--- config.mk ---
export PLATFORM = sky130hd
export DESIGN_NAME = scan_transfer_arbiter_flat
export DESIGN_NICKNAME = d
export VERILOG_FILES = /design/src/rtl/scan_transfer_arbiter_if.sv /design/src/rtl/scan_transfer_arbiter.sv /design/src/flat_wrapper.sv
export SDC_FILE = /design/constraint.sdc
export NUM_CORES = 1
export LEC_CHECK = 0
export CORE_AREA = 3 3 42 44
export CTS_CLUSTER_SIZE = 16
export DETAILED_ROUTE_END_ITERATION = 12
export DIE_AREA = 0 0 45 47
export GPL_ROUTABILITY_DRIVEN = 1
export HOLD_SLACK_MARGIN = 0.08
export MAX_ROUTING_LAYER = met4
export PLACE_DENSITY = 0.71
export SETUP_SLACK_MARGIN = 0.4
export SLEW_MARGIN = 20
export SYNTH_ARGS = -nofsm -noshare
export SYNTH_HDL_FRONTEND = slang
export SYNTH_SLANG_ARGS = --single-unit
--- constraint.sdc ---
create_clock -name clk -period 1.4 [get_ports clk]
set_input_delay 0.35 -clock clk [delete_from_list [all_inputs] [get_ports clk]]
set_output_delay 0.35 -clock clk [all_outputs]
set_load 0.02 [all_outputs]
--- src/rtl/scan_transfer_arbiter_if.sv ---
// Shared-link bundle between the two scanners and the transfer arbiter.
// The arbiter connects through the slave modport; the scanner side uses master.
interface scan_transfer_arbiter_if;
  logic [3:0] count_1;
  logic [3:0] count_2;
  logic       req_1;
  logic       req_2;
  logic       xfer_done;
  logic       grant_1;
  logic       grant_2;
  logic       wake_1;
  logic       wake_2;
  logic       flush_1;
  logic       flush_2;

  modport master (
    output count_1, count_2, req_1, req_2, xfer_done,
    input  grant_1, grant_2, wake_1, wake_2, flush_1, flush_2
  );

  modport slave (
    input  count_1, count_2, req_1, req_2, xfer_done,
    output grant_1, grant_2, wake_1, wake_2, flush_1, flush_2
  );
endinterface

--- src/rtl/scan_transfer_arbiter.sv ---
// Round-robin owner of a shared transfer link for two scanners, with a
// per-grant watchdog, buffer flush pulses and partner-wake commands.
module scan_transfer_arbiter #(
  parameter int FULL_LEVEL   = 10,
  parameter int WAKE_LEVEL   = 8,
  parameter int XFER_TIMEOUT = 15
) (
  input  logic                    clk,
  input  logic                    reset,
  input  logic                    start_system,
  scan_transfer_arbiter_if.slave  bus,
  output logic [2:0]              state,
  output logic                    timeout_err
);

  localparam int              TW         = (XFER_TIMEOUT > 1) ? $clog2(XFER_TIMEOUT) : 1;
  localparam logic [TW-1:0]   TIMER_LAST = TW'(XFER_TIMEOUT - 1);
  localparam logic [3:0]      FULL_L     = 4'(FULL_LEVEL);
  localparam logic [3:0]      WAKE_L     = 4'(WAKE_LEVEL);

  typedef enum logic [2:0] {
    ST_OFF    = 3'b000,
    ST_ARMED  = 3'b001,
    ST_GRANT1 = 3'b010,
    ST_GRANT2 = 3'b011
  } state_t;

  state_t         state_reg, state_next;
  logic [TW-1:0]  timer_reg, timer_next;
  logic           last2_reg, last2_next;   // 1: scanner 2 was served last
  logic           err_reg, err_next;
  logic [1:0]     flush_reg, flush_next;
  logic [1:0]     wake_reg, wake_next;

  logic [3:0]     count_vec [2];
  logic [3:0]     sat_vec   [2];
  logic [1:0]     req_vec;
  logic [1:0]     grant_vec;
  logic [1:0]     wake_vec;
  logic           cur_idx;

  assign count_vec[0] = bus.count_1;
  assign count_vec[1] = bus.count_2;
  assign req_vec      = {bus.req_2, bus.req_1};
  assign grant_vec    = {state_reg == ST_GRANT2, state_reg == ST_GRANT1};
  assign cur_idx      = (state_reg == ST_GRANT2);

  // Each scanner's wake is driven by its partner's saturated fill level.
  genvar gi;
  generate
    for (gi = 0; gi < 2; gi++) begin : g_scanner
      assign sat_vec[gi]   = (count_vec[gi] > FULL_L) ? FULL_L : count_vec[gi];
      assign wake_next[gi] = (state_reg != ST_OFF) && (sat_vec[1-gi] >= WAKE_L);
      assign wake_vec[gi]  = wake_reg[gi] & ~grant_vec[gi];
    end
  endgenerate

  always_ff @(posedge clk or negedge reset) begin
    if (!reset) begin
      state_reg <= ST_OFF;
      timer_reg <= '0;
      last2_reg <= 1'b1;
      err_reg   <= 1'b0;
      flush_reg <= 2'b00;
      wake_reg  <= 2'b00;
    end else begin
      state_reg <= state_next;
      timer_reg <= timer_next;
      last2_reg <= last2_next;
      err_reg   <= err_next;
      flush_reg <= flush_next;
      wake_reg  <= wake_next;
    end
  end

  always_comb begin
    state_next = state_reg;
    timer_next = timer_reg;
    last2_next = last2_reg;
    err_next   = err_reg;
    flush_next = 2'b00;
    case (state_reg)
      ST_OFF: begin
        timer_next = '0;
        if (start_system) state_next = ST_ARMED;
      end
      ST_ARMED: begin
        timer_next = '0;
        if (req_vec == 2'b11)   state_next = last2_reg ? ST_GRANT1 : ST_GRANT2;
        else if (req_vec[0])    state_next = ST_GRANT1;
        else if (req_vec[1])    state_next = ST_GRANT2;
      end
      ST_GRANT1, ST_GRANT2: begin
        if (bus.xfer_done) begin
          state_next          = ST_ARMED;
          timer_next          = '0;
          flush_next[cur_idx] = 1'b1;
          last2_next          = cur_idx;
        end else if (timer_reg == TIMER_LAST) begin
          state_next          = ST_ARMED;
          timer_next          = '0;
          flush_next[cur_idx] = 1'b1;
          last2_next          = cur_idx;
          err_next            = 1'b1;
        end else if (!req_vec[cur_idx]) begin
          // Requester withdrew: release the link without flushing its buffer.
          state_next = ST_ARMED;
          timer_next = '0;
        end else begin
          timer_next = timer_reg + TW'(1);
        end
      end
      default: begin
        state_next = ST_OFF;
        timer_next = '0;
      end
    endcase
  end

  assign bus.grant_1  = grant_vec[0];
  assign bus.grant_2  = grant_vec[1];
  assign bus.wake_1   = wake_vec[0];
  assign bus.wake_2   = wake_vec[1];
  assign bus.flush_1  = flush_reg[0];
  assign bus.flush_2  = flush_reg[1];
  assign state        = state_reg;
  assign timeout_err  = err_reg;

endmodule

--- src/flat_wrapper.sv ---
// flat-port wrapper written by rule: the top's interface ports become plain ports
module scan_transfer_arbiter_flat 
#(
  parameter int FULL_LEVEL   = 10,
  parameter int WAKE_LEVEL   = 8,
  parameter int XFER_TIMEOUT = 15
)
  (clk, reset, start_system, state, timeout_err, bus_count_1, bus_count_2, bus_req_1, bus_req_2, bus_xfer_done, bus_grant_1, bus_grant_2, bus_wake_1, bus_wake_2, bus_flush_1, bus_flush_2);
  scan_transfer_arbiter_if bus_i ();
  input  logic clk;
  input  logic reset;
  input  logic start_system;
  output logic [2:0] state;
  output logic timeout_err;
  input wire logic [$bits(bus_i.count_1)-1:0] bus_count_1;
  input wire logic [$bits(bus_i.count_2)-1:0] bus_count_2;
  input wire logic [$bits(bus_i.req_1)-1:0] bus_req_1;
  input wire logic [$bits(bus_i.req_2)-1:0] bus_req_2;
  input wire logic [$bits(bus_i.xfer_done)-1:0] bus_xfer_done;
  output wire logic [$bits(bus_i.grant_1)-1:0] bus_grant_1;
  output wire logic [$bits(bus_i.grant_2)-1:0] bus_grant_2;
  output wire logic [$bits(bus_i.wake_1)-1:0] bus_wake_1;
  output wire logic [$bits(bus_i.wake_2)-1:0] bus_wake_2;
  output wire logic [$bits(bus_i.flush_1)-1:0] bus_flush_1;
  output wire logic [$bits(bus_i.flush_2)-1:0] bus_flush_2;
  assign bus_i.count_1 = bus_count_1;
  assign bus_i.count_2 = bus_count_2;
  assign bus_i.req_1 = bus_req_1;
  assign bus_i.req_2 = bus_req_2;
  assign bus_i.xfer_done = bus_xfer_done;
  assign bus_grant_1 = bus_i.grant_1;
  assign bus_grant_2 = bus_i.grant_2;
  assign bus_wake_1 = bus_i.wake_1;
  assign bus_wake_2 = bus_i.wake_2;
  assign bus_flush_1 = bus_i.flush_1;
  assign bus_flush_2 = bus_i.flush_2;
  scan_transfer_arbiter #(.FULL_LEVEL(FULL_LEVEL), .WAKE_LEVEL(WAKE_LEVEL), .XFER_TIMEOUT(XFER_TIMEOUT)) u_core (.clk(clk), .reset(reset), .start_system(start_system), .bus(bus_i), .state(state), .timeout_err(timeout_err));
endmodule
==> results.sh <==
export IMPL_largest_reg_flops=4
export IMPL_period_share_pct=105
export IMPL_critPathSlowestCell="dfrtp_2"
export IMPL_wl_per_cell_um=13.4
export IMPL_drt_iter0_drc=3
export IMPL_cp_top_family="flip-flops"
export IMPL_drive_gt1_share_pct=53.4
export IMPL_core_area_um2=1470
export IMPL_start_util_pct=37.7
export IMPL_ios=24
export IMPL_worstPathCellList="nand2b_4 -> and2_4 -> buf_6"
export IMPL_synthCells=53
export IMPL_synth_warnings=0
export IMPL_rsz0062_at_grt="true"
export IMPL_hpwl_um=995
export IMPL_setup_violations=10
export IMPL_synth_top_cell_by_area="dfrtp_1"
export IMPL_rows=14
export IMPL_vias=505
export IMPL_final_cell_area_um2=982
export IMPL_p_leak_nw=0.480
export IMPL_die_height_um=47
export IMPL_mappedNetlistArea_um2=554
export IMPL_ys_types=25
export IMPL_gp_congestion=0.772
export IMPL_synth_area_leaders="dfrtp_1 50%, dfstp_2 4.7%, ha_1 4.5%"
export IMPL_path_buf_inv=1
export IMPL_cts_buffers=3
export IMPL_root_buffer="clkbuf_4"
export IMPL_hp_class="in2async"
export IMPL_io_buffers=16
export IMPL_numClockSinks=12
export IMPL_fin_ws_ns=-0.0765
export IMPL_hold_buffers=0
export IMPL_grt_pass1_wl_um=2150
export IMPL_overflow=0
export IMPL_r2r_start="u_core.state[1]"
export IMPL_drc=0
export IMPL_violations="negative setup slack"
export IMPL_clk_pin_slew_ns=0.08
export IMPL_timing_hold_ws_ns=0.298
export IMPL_synth_top_cell_area_share_pct=49.7
export IMPL_design_power_total_mw=1.74
export IMPL_die_w_um=45
export IMPL_critical_path_max_stage_delay_ns=0.44
export IMPL_place_area_um2=823
export IMPL_vdd_drop_max_mv=0.768
export IMPL_synth_area_per_cell_um2=10.5
export IMPL_start_kind="flop"
export IMPL_fin_nets=105
export IMPL_syn_nets=69
export IMPL_final_antenna_net_count=0
export IMPL_insertion_delay_ns=0.27
export IMPL_clock_skew_ns=0.00112
export IMPL_setup_worst_path_end_class="output port"
export IMPL_path_class="reg2out"
export IMPL_finalHoldViolCount=0
export IMPL_first_global_vias=524
export IMPL_yosysSeqAreaShare_pct=54.4
export IMPL_antenna_cells=0
export IMPL_drv_cap=0
export IMPL_grt_max_degree=10
export IMPL_powerDensity_nw_per_um2=1770
export IMPL_routed_wl_um=1390
export IMPL_required_ns=1.05
export IMPL_ys_ff_latch=12
export IMPL_num_fill_cells=111
export IMPL_timing_final_crit_period_ns=1.48
export IMPL_crit_start="u_core.state[0]"
export IMPL_grt_antenna_before_repair=0
export IMPL_dr_pass1_iters=3
export IMPL_vias_per_cell=4.86
export IMPL_dieArea_um2=2120
export IMPL_grt_util_all_layers_pct=14.6
export IMPL_arrival_ns=1.13
export IMPL_final_core_utilization_pct=66.8
export IMPL_cts_max_level=1
export IMPL_cts_buffer_depth=2
export IMPL_outcome="complete, but fails checks"
export IMPL_max_freq_mhz=677
export IMPL_crit_fanout=4
export IMPL_area_delta_synth_final_pct=77.2
export IMPL_cts_tree="built"
export IMPL_drv_slew=0
[what timing repair did]
| action | CTS | global route |
|---|---|---|
| setup buffers | 3 | 4 |
| endpoints found under the setup margin | 19 | 20 |
| pin swaps | 0 | 2 |
| gates resized for setup | 54 | 16 |
[layer usage]
layer  global-route usage, %  routed length (um)  up-vias
li1                        -                   -      248
met3                    2.30                  71        2
met4                    7.02                   5        0
met5                       -                   0        -
met2                    25.7                 767       12
met1                    16.0                 549      243
[synthesized netlist by cell type, drive strengths merged]
library cell and instances:
a21boi 2, a31oi 1, a41o 1, and2 2, and2b 1, and3 1, buf 2, conb 1
dfrtp 11, dfstp 1, ha 2, inv 4, nand2 2, nand2b 1, nand3 3, nand4 1
nand4b 1, nor2 6, nor2b 1, o211ai 2, o21a 2, o21ai 2, o22ai 1, xnor2 1
xor2 1
[worst paths after layout]
check | slack [ns] | endpoint | depth (start not counted)
max in group asynchronous | 0.72 | u_core.timer_reg[0] | 2
max reg2reg | -0.04 | u_core.timer_reg[3] | 7
min reg2reg | 0.49 | u_core.last2_reg | 2
max | -0.08 | bus_wake_1 | 3
min | 0.30 | u_core.wake_reg[0] | 1
min in group clk | 0.46 | u_core.flush_reg[0] | 4
[logic make-up after synthesis]
kind of cell,share of synthesized area [%]
AOI/OAI and AO/OA,14.0
xor gates and xnor gates,3.16
adders and majority gates,4.51
buffers and inverters,5.42
DFF,54.4
other,0.677
and+or+nand+nor,17.8
[final cells by class]
class                   instances  area (um2)  area share [%]
flip-flops and latches         12         304            31.0
well taps                      16        20.0            2.04
repair buffers                 33         314            32.0
multi-input cells              35         290            29.6
clock buffers                   4        36.3            3.69
inverters                       4        17.5            1.78
[metrics by stage]
step,instances,setup TNS [ns],setup slack (ns)
after floorplan,53,0,0.175
after global placement,93,-1.11,-0.204
after detailed placement,93,-1.18,-0.214
after CTS,100,-0.596,-0.0856
after global routing,104,-0.740,-0.113
final,104,-0.326,-0.0765
[power by group]
group,total (mW),switching (mW),leakage (nW),internal (mW)
Combinational,0.947,0.412,0.307,0.535
Sequential,0.517,0.0795,0.152,0.438
Clock,0.276,0.118,0.0210,0.158
Total,1.74,0.610,0.480,1.13
[placed cells by master (no fill, tap or decap), types with 2 or more instances in the layout]
cell type,count
and2_4,2
buf_4,12
buf_6,13
clkbuf_4,3
clkdlybuf4s50_1,6
dfrtp_1,9
dfrtp_2,2
inv_1,3
nand3_1,2
nor2_1,3
nor2_2,3
o211ai_1,2
o21a_1,2
No activity file was read; power rests on OpenSTA's default activity.
